<file path="src/rtl/piso_serializer.sv">
// rtl/piso_serializer.sv - parallel-in serial-out transmitter with valid/ready load and frame strobes
// Optional even-parity trailer bit is enabled by defining PISO_PARITY_EN.
module piso_serializer #(
    parameter int WIDTH     = 5,
    parameter bit LSB_FIRST = 1
) (
    input  logic             clk,
    input  logic             rst,
    input  logic [WIDTH-1:0] pdata,
    input  logic             pvalid,
    output logic             pready,
    input  logic             shift_en,
    output logic             so,
    output logic             so_frame,
    output logic             so_last,
    output logic             busy
);

    localparam int CW = $clog2(WIDTH + 1);
    localparam logic [CW-1:0] LAST_CNT = CW'(WIDTH - 1);

`ifdef PISO_PARITY_EN
    typedef enum logic [1:0] {IDLE, SHIFT, PARITY} state_t;
`else
    typedef enum logic {IDLE, SHIFT} state_t;
`endif

    state_t           state, state_next;
    logic [WIDTH-1:0] sr, sr_next;
    logic [CW-1:0]    cnt, cnt_next;
    logic             out_bit;
    logic             last_data;
`ifdef PISO_PARITY_EN
    logic             par, par_next;
`endif

    assign out_bit   = LSB_FIRST ? sr[0] : sr[WIDTH-1];
    assign last_data = (cnt == LAST_CNT);

    always_comb begin
        state_next = state;
        sr_next    = sr;
        cnt_next   = cnt;
        pready     = 1'b0;
        so         = 1'b0;
        so_frame   = 1'b0;
        so_last    = 1'b0;
        busy       = 1'b0;
`ifdef PISO_PARITY_EN
        par_next   = par;
`endif
        case (state)
            IDLE: begin
                pready = 1'b1;
            end
            SHIFT: begin
                so       = out_bit;
                so_frame = 1'b1;
                busy     = 1'b1;
`ifndef PISO_PARITY_EN
                so_last  = last_data;
                pready   = last_data && shift_en;
`endif
                if (shift_en) begin
                    sr_next  = LSB_FIRST ? {1'b0, sr[WIDTH-1:1]} : {sr[WIDTH-2:0], 1'b0};
                    cnt_next = cnt + CW'(1);
                    if (last_data) begin
`ifdef PISO_PARITY_EN
                        state_next = PARITY;
`else
                        state_next = IDLE;
`endif
                    end
                end
            end
`ifdef PISO_PARITY_EN
            PARITY: begin
                so       = par;
                so_frame = 1'b1;
                so_last  = 1'b1;
                busy     = 1'b1;
                pready   = shift_en;
                if (shift_en) begin
                    state_next = IDLE;
                end
            end
`endif
            default: begin
                state_next = IDLE;
            end
        endcase
        // Accepting on the final consuming edge chains the next frame with no idle bit.
        if (pvalid && pready) begin
            sr_next    = pdata;
            cnt_next   = '0;
            state_next = SHIFT;
`ifdef PISO_PARITY_EN
            par_next   = ^pdata;
`endif
        end
    end

    always_ff @(posedge clk or negedge rst) begin
        if (!rst) begin
            state <= IDLE;
            sr    <= '0;
            cnt   <= '0;
`ifdef PISO_PARITY_EN
            par   <= 1'b0;
`endif
        end else begin
            state <= state_next;
            sr    <= sr_next;
            cnt   <= cnt_next;
`ifdef PISO_PARITY_EN
            par   <= par_next;
`endif
        end
    end

endmodule

</file>
<file path="config.mk">
export PLATFORM = sky130hd
export DESIGN_NAME = piso_serializer
export DESIGN_NICKNAME = d
export VERILOG_FILES = /design/src/rtl/piso_serializer.sv
export SDC_FILE = /design/constraint.sdc
export NUM_CORES = 1
export LEC_CHECK = 0
export CELL_PAD_IN_SITES_DETAIL_PLACEMENT = 1
export CELL_PAD_IN_SITES_GLOBAL_PLACEMENT = 1
export CORE_AREA = 2 2 43 45
export CTS_CLUSTER_DIAMETER = 120
export CTS_CLUSTER_SIZE = 8
export DETAILED_ROUTE_END_ITERATION = 8
export DIE_AREA = 0 0 45 47
export PLACE_DENSITY = 0.84
export SYNTH_ARGS = -nofsm -noshare
export SYNTH_HDL_FRONTEND = slang
export SYNTH_SLANG_ARGS = --single-unit
</file>
<file path="constraint.sdc">
create_clock -name clk -period 2.75 [get_ports clk]
set_clock_uncertainty 0.2 [all_clocks]
set_input_delay 0.55 -clock clk [delete_from_list [all_inputs] [get_ports clk]]
set_output_delay 0.55 -clock clk [all_outputs]
set_load 0.03 [all_outputs]
</file>
# Word-level counts from Yosys, hierarchy flattened
# Index checks and enable logic that the tools add are counted.
# classes
n_addsub	1
n_reduce_logical	5
bitwise_logic	1
muxes	14
n_eq_ne	1
# ops
op	n
two-way mux 5 bit	3
two-way mux 3 bit	3
two-way mux 1 bit	7
nonzero test 2 bit	2
adder 3 x 1 -> 3 bit, second input constant	1
== test 3 bit, second input constant	1
logical AND 1 bit	2
case mux 1 bit (2 select lines)	1
AND reduction 2 bit	1
NOT 1 bit	1
# totals
elab_cells	25
in_bits	9
register_bits	9
out_inout_bits	5

# Logic depth before layout (Yosys ltp)
# Gate-level depths: netlist of the first run.
# logic_depth
ltp_word	6
ltp_mapped	5
depth_no_buf	5

# Worst setup path after synthesis of the first run
# OpenSTA, ideal clock, no wires.
# synth_timing
kind	register to output
start	register state
end	output so
stages_incl_launch_ff	3
setup_slack_ps	879
arrival_time_ps	1121
n_path_buf	1
cell_sequence	dfrtp_1 buf_2 and2_1
# synth_between
elab_chain_len	1
# synth_rtl
item	line	text
from (decl)	28	state_t state, state_next;
from (signal assigned)	112	state <= state_next;
two-way mux 1 bit	52	case (state)
to (decl)	13	output logic so,
# Every way passes these cells.

# Final worst setup path of the first run
# layout_timing
start	register cnt[0]
end	output so_last
# layout_between
elab_chain_len	2
# layout_rtl
item	line	text
from (decl)	30	logic [CW-1:0] cnt, cnt_next;
from (signal assigned)	114	cnt <= cnt_next;
== test 3 bit	38	assign last_data = (cnt == LAST_CNT);
two-way mux 1 bit	52	
to (decl)	15	output logic so_last,
# Every way passes these cells.

==> results of run 1 <==
## routing by layer
metal | vias up | track usage, % | wire [um] | share of wire (%)
li1 | 250 | - | - | -
met3 | 2 | 6.92 | 51 | 3.3
met5 | - | 0 | 0 | 0
met2 | 8 | 31.1 | 831 | 54
met1 | 245 | 19.4 | 652 | 42
met4 | 0 | 5.29 | 14 | 0.90
## logic make-up (layout without fill, tap and decap cells)
group | Yosys count | after routing | share of synthesized area, %
AOI/OAI and AO/OA | 15 | 15 | 18.8
buffers and inverters | 6 | 21 | 6.21
muxes | 5 | 5 | 9.76
DFF | 9 | 9 | 39.9
and+or+nand+nor | 22 | 22 | 20.8
adders and majority gates | 2 | 2 | 4.43
## how the worst max path moves through the flow
stage | start | end | slack [ns] | depth (start not counted)
global placement | cnt[0] | so_last | 0.46 | 4
detailed placement | cnt[0] | so_last | 0.43 | 4
global route | cnt[0] | so_last | 0.03 | 4
finish | cnt[0] | so_last | 0.12 | 4
CTS | cnt[0] | so_last | 0.12 | 4
floorplan | state | so | 0.88 | 2
## layout make-up
cell class / instances / area, sq um / share of cell area, %
clock buffer: 4 / 26.3 / 3.63
inverter: 3 / 11.3 / 1.56
multi-input combinational: 44 / 304 / 42.0
sequential: 9 / 225 / 31.1
tap: 17 / 21.3 / 2.94
timing repair buffer: 14 / 135 / 18.7
## where the power goes
| group | switching, mW | leakage [nW] | internal, mW |
|---|---|---|---|
| logic | 0.190 | 0.180 | 0.166 |
| clock network | 0.0471 | 0.0150 | 0.0560 |
| registers | 0.0642 | 0.104 | 0.191 |
| total | 0.301 | 0.299 | 0.414 |
## through the flow
| step | power, mW | hold slack [ns] |
|---|---|---|
| finish | 0.715 | 0.356 |
| global route | 0.772 | 0.376 |
| CTS | 0.725 | 0.357 |
| detailed placement | 0.614 | 0.312 |
| global placement | 0.592 | 0.303 |
| floorplan | 0.485 | 0.0544 |
## placed cells by master, fill, tap and decap left out
cell              n
o21ai_0           3
a221o_1           1
o22ai_1           4
nand3_1           3
nor2_1            6
clkdlybuf4s50_1  12
nand4_1           1
dfrtp_1           9
and3_4            1
mux2_2            4
nand2_1           4
nor2b_1           1
and2_4            1
o32ai_1           4
ha_1              2
inv_1             3
and2_1            1
nand2b_1          3
o311ai_0          1
mux2i_1           1
and3_2            1
a21oi_1           1
buf_4             2
o31ai_1           1
clkbuf_1          1
clkbuf_4          3
## sequential cells by signal, summed over array words and instances, names as in the netlist
| register | cells |
|---|---|
| state | 1 |
| sr | 5 |
| cnt | 3 |
==> impl_metrics.toml, run 1 <==
[global_route]
grt_pass1_vias = 544
grt_overflow = 0
antenna_found_initial = 0
grt_pass1_wl_mm = 2.48
grtUsageTotal_pct = 17.5
grt_max_degree = 12

[critical_path]
r2r_end = "sr[4]"
reg2regPathDepth = 5
cp_max_fo = 5
r2r-start = "cnt[0]"
worstPathRequired_ns = 2.00
crit_chain = "inv_1 -> ha_1 -> and3_2 -> clkdlybuf4s50_1"
reg2reg_slack_ns = 1.03
cp.arrival_ns = 1.88
cp.buffers_inverters = 2
cp_slowest_cell = "clkdlybuf4s50_1"
slowest_delay_ns = 0.66
setup.worst_path.class = "flip-flop to output pin"
cp_top_family = "buffers and inverters"
endpoint_kind = "output pin"
startpoint_type = "flip-flop"

[route]
wl_per_cell_um = 17.0
ant_nets = 0
drt-initial-drc-count = 9
drt_pass1_iterations = 3
viasPerCell = 5.55
drc_errors = 0
drt_wl_total_mm = 1.55
vias = 505

[placed_design]
io_buffers = 13
dp_hpwl_mm = 1.12
gp_congestion = 0.717
dp_cells = 87
placed_area_sq_um = 697
pre_cts_slack_ns = 0.430

[pwr]
power_per_cell_area_nw_per_um2 = 988
ir_drop_uv = 352
p_leak_nw = 0.299

[synthesis]
synth_top_area_share_pct = 39.9
yosysTopAreaCell = "dfrtp_1"
yosysMostFrequentCell = "dfrtp_1"
synth-edff-count = 0
synth_seq_area_share_pct = 39.9
ys_seq_elements = 9
synth_warnings = 0
synth.area.top_cells = "dfrtp_1 40%, mux2_2 8.0%, o32ai_1 6.2%, ha_1 4.4%, o22ai_1 4.4%"
synth_area_sq_um = 564
ys_top_cells_by_count = "9 x dfrtp_1, 6 x nor2_1"
ys_types = 25
synth.avg_cell_area_sq_um = 9.56
synthCells = 59
synth_async_sr_flop_share_pct = 100
synthFlopType = "dfrtp_1"
syn_nets = 70

[sta]
maxSlewHeadroom_pct = 68.7
tightest_slew_ns = 0.468
fmax_ghz = 0.381
hold_viol = 0
drv_slew = 0
setup-tns-final_ns = 0
min_period_ns = 2.63
setup_viol_count_final = 0
setup_ws_ns = 0.123
rsz0062_at_grt = "no"
timing.final.crit_share_pct = 95.5

[final_layout]
fin_util_pct = 43.8
final_cells = 91
syn2layout_area_growth_pct = 28.2
diodes = 0
fill_cells = 201
drive_gt1_share_pct = 16.2
fin_area_sq_um = 723
fin_nets = 86

[clock_network]
cts_buffers = 3
cts_resized = 0
cts_tree = "yes"
clk_path_buf_depth = 2
clkSinkCount = 9
root_buffer = "clkbuf_4"
insertion_delay_ns = 0.27
cts_max_level = 1
postCtsSetupRepairBufs = 0
clk_pin_slew_ns = 0.06
postCtsHoldBufs = 0

[hold_path]
whs_path_depth = 1
min_path_type = "flip-flop to flip-flop"
hold_end = "sr[4]"
min_from = "sr[4]"

[die]
core-area_sq_um = 1650
die_area_sq_um = 2120
start_util_pct = 34.2
fp.dieH_um = 47
fp-row-count = 15
die_w_um = 45
ios = 14

[status]
status = "complete, no violations"

[job]
cap_viol_max_count = 0
Note: power is estimated with default switching activity, not from simulation.
==> inputs of run 2 (changes only) <==
--- a/config.mk
+++ b/config.mk
@@ -16,3 +16,4 @@
 export SYNTH_ARGS = -nofsm -noshare
 export SYNTH_HDL_FRONTEND = slang
 export SYNTH_SLANG_ARGS = --single-unit
+export TNS_END_PERCENT = 100
==> results of run 2 <==
The final DEF is identical to that of run 1; final timing and power are the same.
==> inputs of run 3 (changes only) <==
--- a/config.mk
+++ b/config.mk
@@ -9,7 +9,6 @@
 export CELL_PAD_IN_SITES_GLOBAL_PLACEMENT = 1
 export CORE_AREA = 2 2 43 45
 export CTS_CLUSTER_DIAMETER = 120
-export CTS_CLUSTER_SIZE = 8
 export DETAILED_ROUTE_END_ITERATION = 8
 export DIE_AREA = 0 0 45 47
 export PLACE_DENSITY = 0.84
==> constraint.sdc (replaced) <==
create_clock -name clk -period 3.1 [get_ports clk]
set_clock_uncertainty 0.2 [all_clocks]
set_input_delay 0.62 -clock clk [delete_from_list [all_inputs] [get_ports clk]]
set_output_delay 0.62 -clock clk [all_outputs]
set_load 0.03 [all_outputs]
==> run 3 against run 2 <==
Compared with the run above:
- cell count decreased by 1.1%
- critical path depth unchanged
- design area decreased by 0.52%
- via count decreased by 2.8%
- register-to-register slack improved by 0.39 ns
- sequential cell count unchanged
- critical path type is now input pin to output pin
- largest cell class unchanged
==> impl_metrics.toml, run 3 (synthesized netlist as in run 1, its figures left out) <==
[pwr]
switchingPower_mw = 0.263
pwr-share-clk_pct = 15.3
pwr-share-seq_pct = 36.7
p_leak_nw = 0.296
ir_drop_uv = 394
combinationalPowerShare_pct = 48.0
power_per_cell_area_nw_per_um2 = 869
switching_share_pct = 42.1
internal_power_mw = 0.362

[clock_network]
cts_tree = "yes"
cts_buffers = 3
cts_max_level = 1
cts_resized = 0
root_buffer = "clkbuf_4"
postCtsSetupRepairBufs = 0
insertion_delay_ns = 0.26
postCtsHoldBufs = 0
clkSinkCount = 9
clk_pin_slew_ns = 0.07
clk_path_buf_depth = 2

[global_route]
grt_overflow = 0
grt_max_degree = 18
grtUsageTotal_pct = 14.5
met3_usage_pct = 3.85
grt_pass1_vias = 465
antenna_found_initial = 0
grt_pass1_wl_mm = 2.15
grtUsageMet1_pct = 17.9
gr-max-usage-layer = "met2"
globalRouteMet2Util_pct = 24.3

[critical_path]
cp_max_fo = 7
startpoint_type = "input pin"
crit_chain = "clkdlybuf4s50_1 -> nand3_1 -> nand2_1 -> clkdlybuf4s50_1"
cp.buffers_inverters = 2
cp.arrival_ns = 2.09
setup.worst_path.class = "input pin to output pin"
cp_slowest_cell = "clkdlybuf4s50_1"
cp_top_family = "buffers and inverters"
slowest_delay_ns = 0.68
endpoint_kind = "output pin"
critPathMostFrequentCell = "clkdlybuf4s50_1"
worstPathRequired_ns = 2.28

[sta]
maxSlewHeadroom_pct = 65.7
rsz0062_at_grt = "no"
min_period_ns = 2.91
fmax_ghz = 0.343
setup-tns-final_ns = 0
drv_slew = 0
tightest_slew_ns = 0.515
setup_viol_count_final = 0
hold_viol = 0
timing.final.crit_share_pct = 93.9
setup_ws_ns = 0.188

[route]
viasPerCell = 5.46
drc_errors = 0
drt-initial-drc-count = 5
drt_wl_total_mm = 1.34
drt_pass1_iterations = 3
ant_nets = 0
wl_per_cell_um = 14.8
vias = 491

[final_layout]
final_cell_mix = "13 x clkdlybuf4s50_1, 9 x dfrtp_1, 6 x nor2_1"
diodes = 0
drive_gt1_share_pct = 15.1
fill_cells = 196
fin_area_sq_um = 719
layout_commonest_cell = "clkdlybuf4s50_1"
regMostFlops = "sr"
fin_util_pct = 43.6
syn2layout_area_growth_pct = 27.5
final_cells = 90
fin_nets = 85
largest_reg_flops = 5
largestRegisters = "sr (5), cnt (3), state (1)"

[die]
ios = 14
core-area_sq_um = 1650
fp-row-count = 15
fp.dieH_um = 47
start_util_pct = 34.2
die_w_um = 45
die_area_sq_um = 2120

[status]
status = "complete, no violations"

[job]
cap_viol_max_count = 0

[placed_design]
gp_congestion = 0.646
dp_cells = 86
placed_area_sq_um = 692
io_buffers = 13
pre_cts_slack_ns = 0.203

[hold_path]
min_path_type = "flip-flop to flip-flop"
## run 3: final timing paths
path,start,end,slack [ns],cells past startpoint
max in group asynchronous,rst,sr[1],1.97,1
worst min register to register,cnt[0],cnt[0],0.34,1
worst max-delay path,shift_en,pready,0.19,4
worst max register to register,state,sr[3],1.42,3
min in group asynchronous,rst,state,0.45,1
worst min-delay path,cnt[0],cnt[0],0.34,1
## run 3: per-layer routing
metal  wire (um)  vias to the layer above
met1         647                      234
met5           0                        -
met2         646                        5
met4          10                        0
met3          31                        2
li1            -                      250
## run 3: through the flow
stage	hold WS, ns	total power, mW
floorplan	0.124	0.431
global placement	0.300	0.519
detailed placement	0.322	0.533
CTS	0.335	0.632
global route	0.360	0.674
finish	0.336	0.625
## run 3: power by group through the flow
stage / sequential [mW] / combinational (mW) / clock [mW]
after floorplan: 0.214 / 0.217 / 0
after global placement: 0.226 / 0.294 / 0
after detailed placement: 0.231 / 0.302 / 0
after CTS: 0.229 / 0.304 / 0.0997
after global routing: 0.237 / 0.332 / 0.106
final: 0.229 / 0.300 / 0.0957
## run 3: worst register-to-register path, delay by kind of cell (launching register included)
family	cells	cell delay (ns)
AO/OA/AOI/OAI	1	0.31
flip-flops	1	0.67
AND/OR/NAND/NOR	2	0.39
## run 3: cell type report
cell class / instances / area (sq um) / area share, %
multi-input combinational: 44 / 304 / 42.3
inverter: 3 / 11.3 / 1.57
timing repair buffer: 13 / 130 / 18.1
sequential: 9 / 225 / 31.3
clock buffer: 3 / 22.5 / 3.13
clock inverter: 1 / 5.00 / 0.696
tap: 17 / 21.3 / 2.96
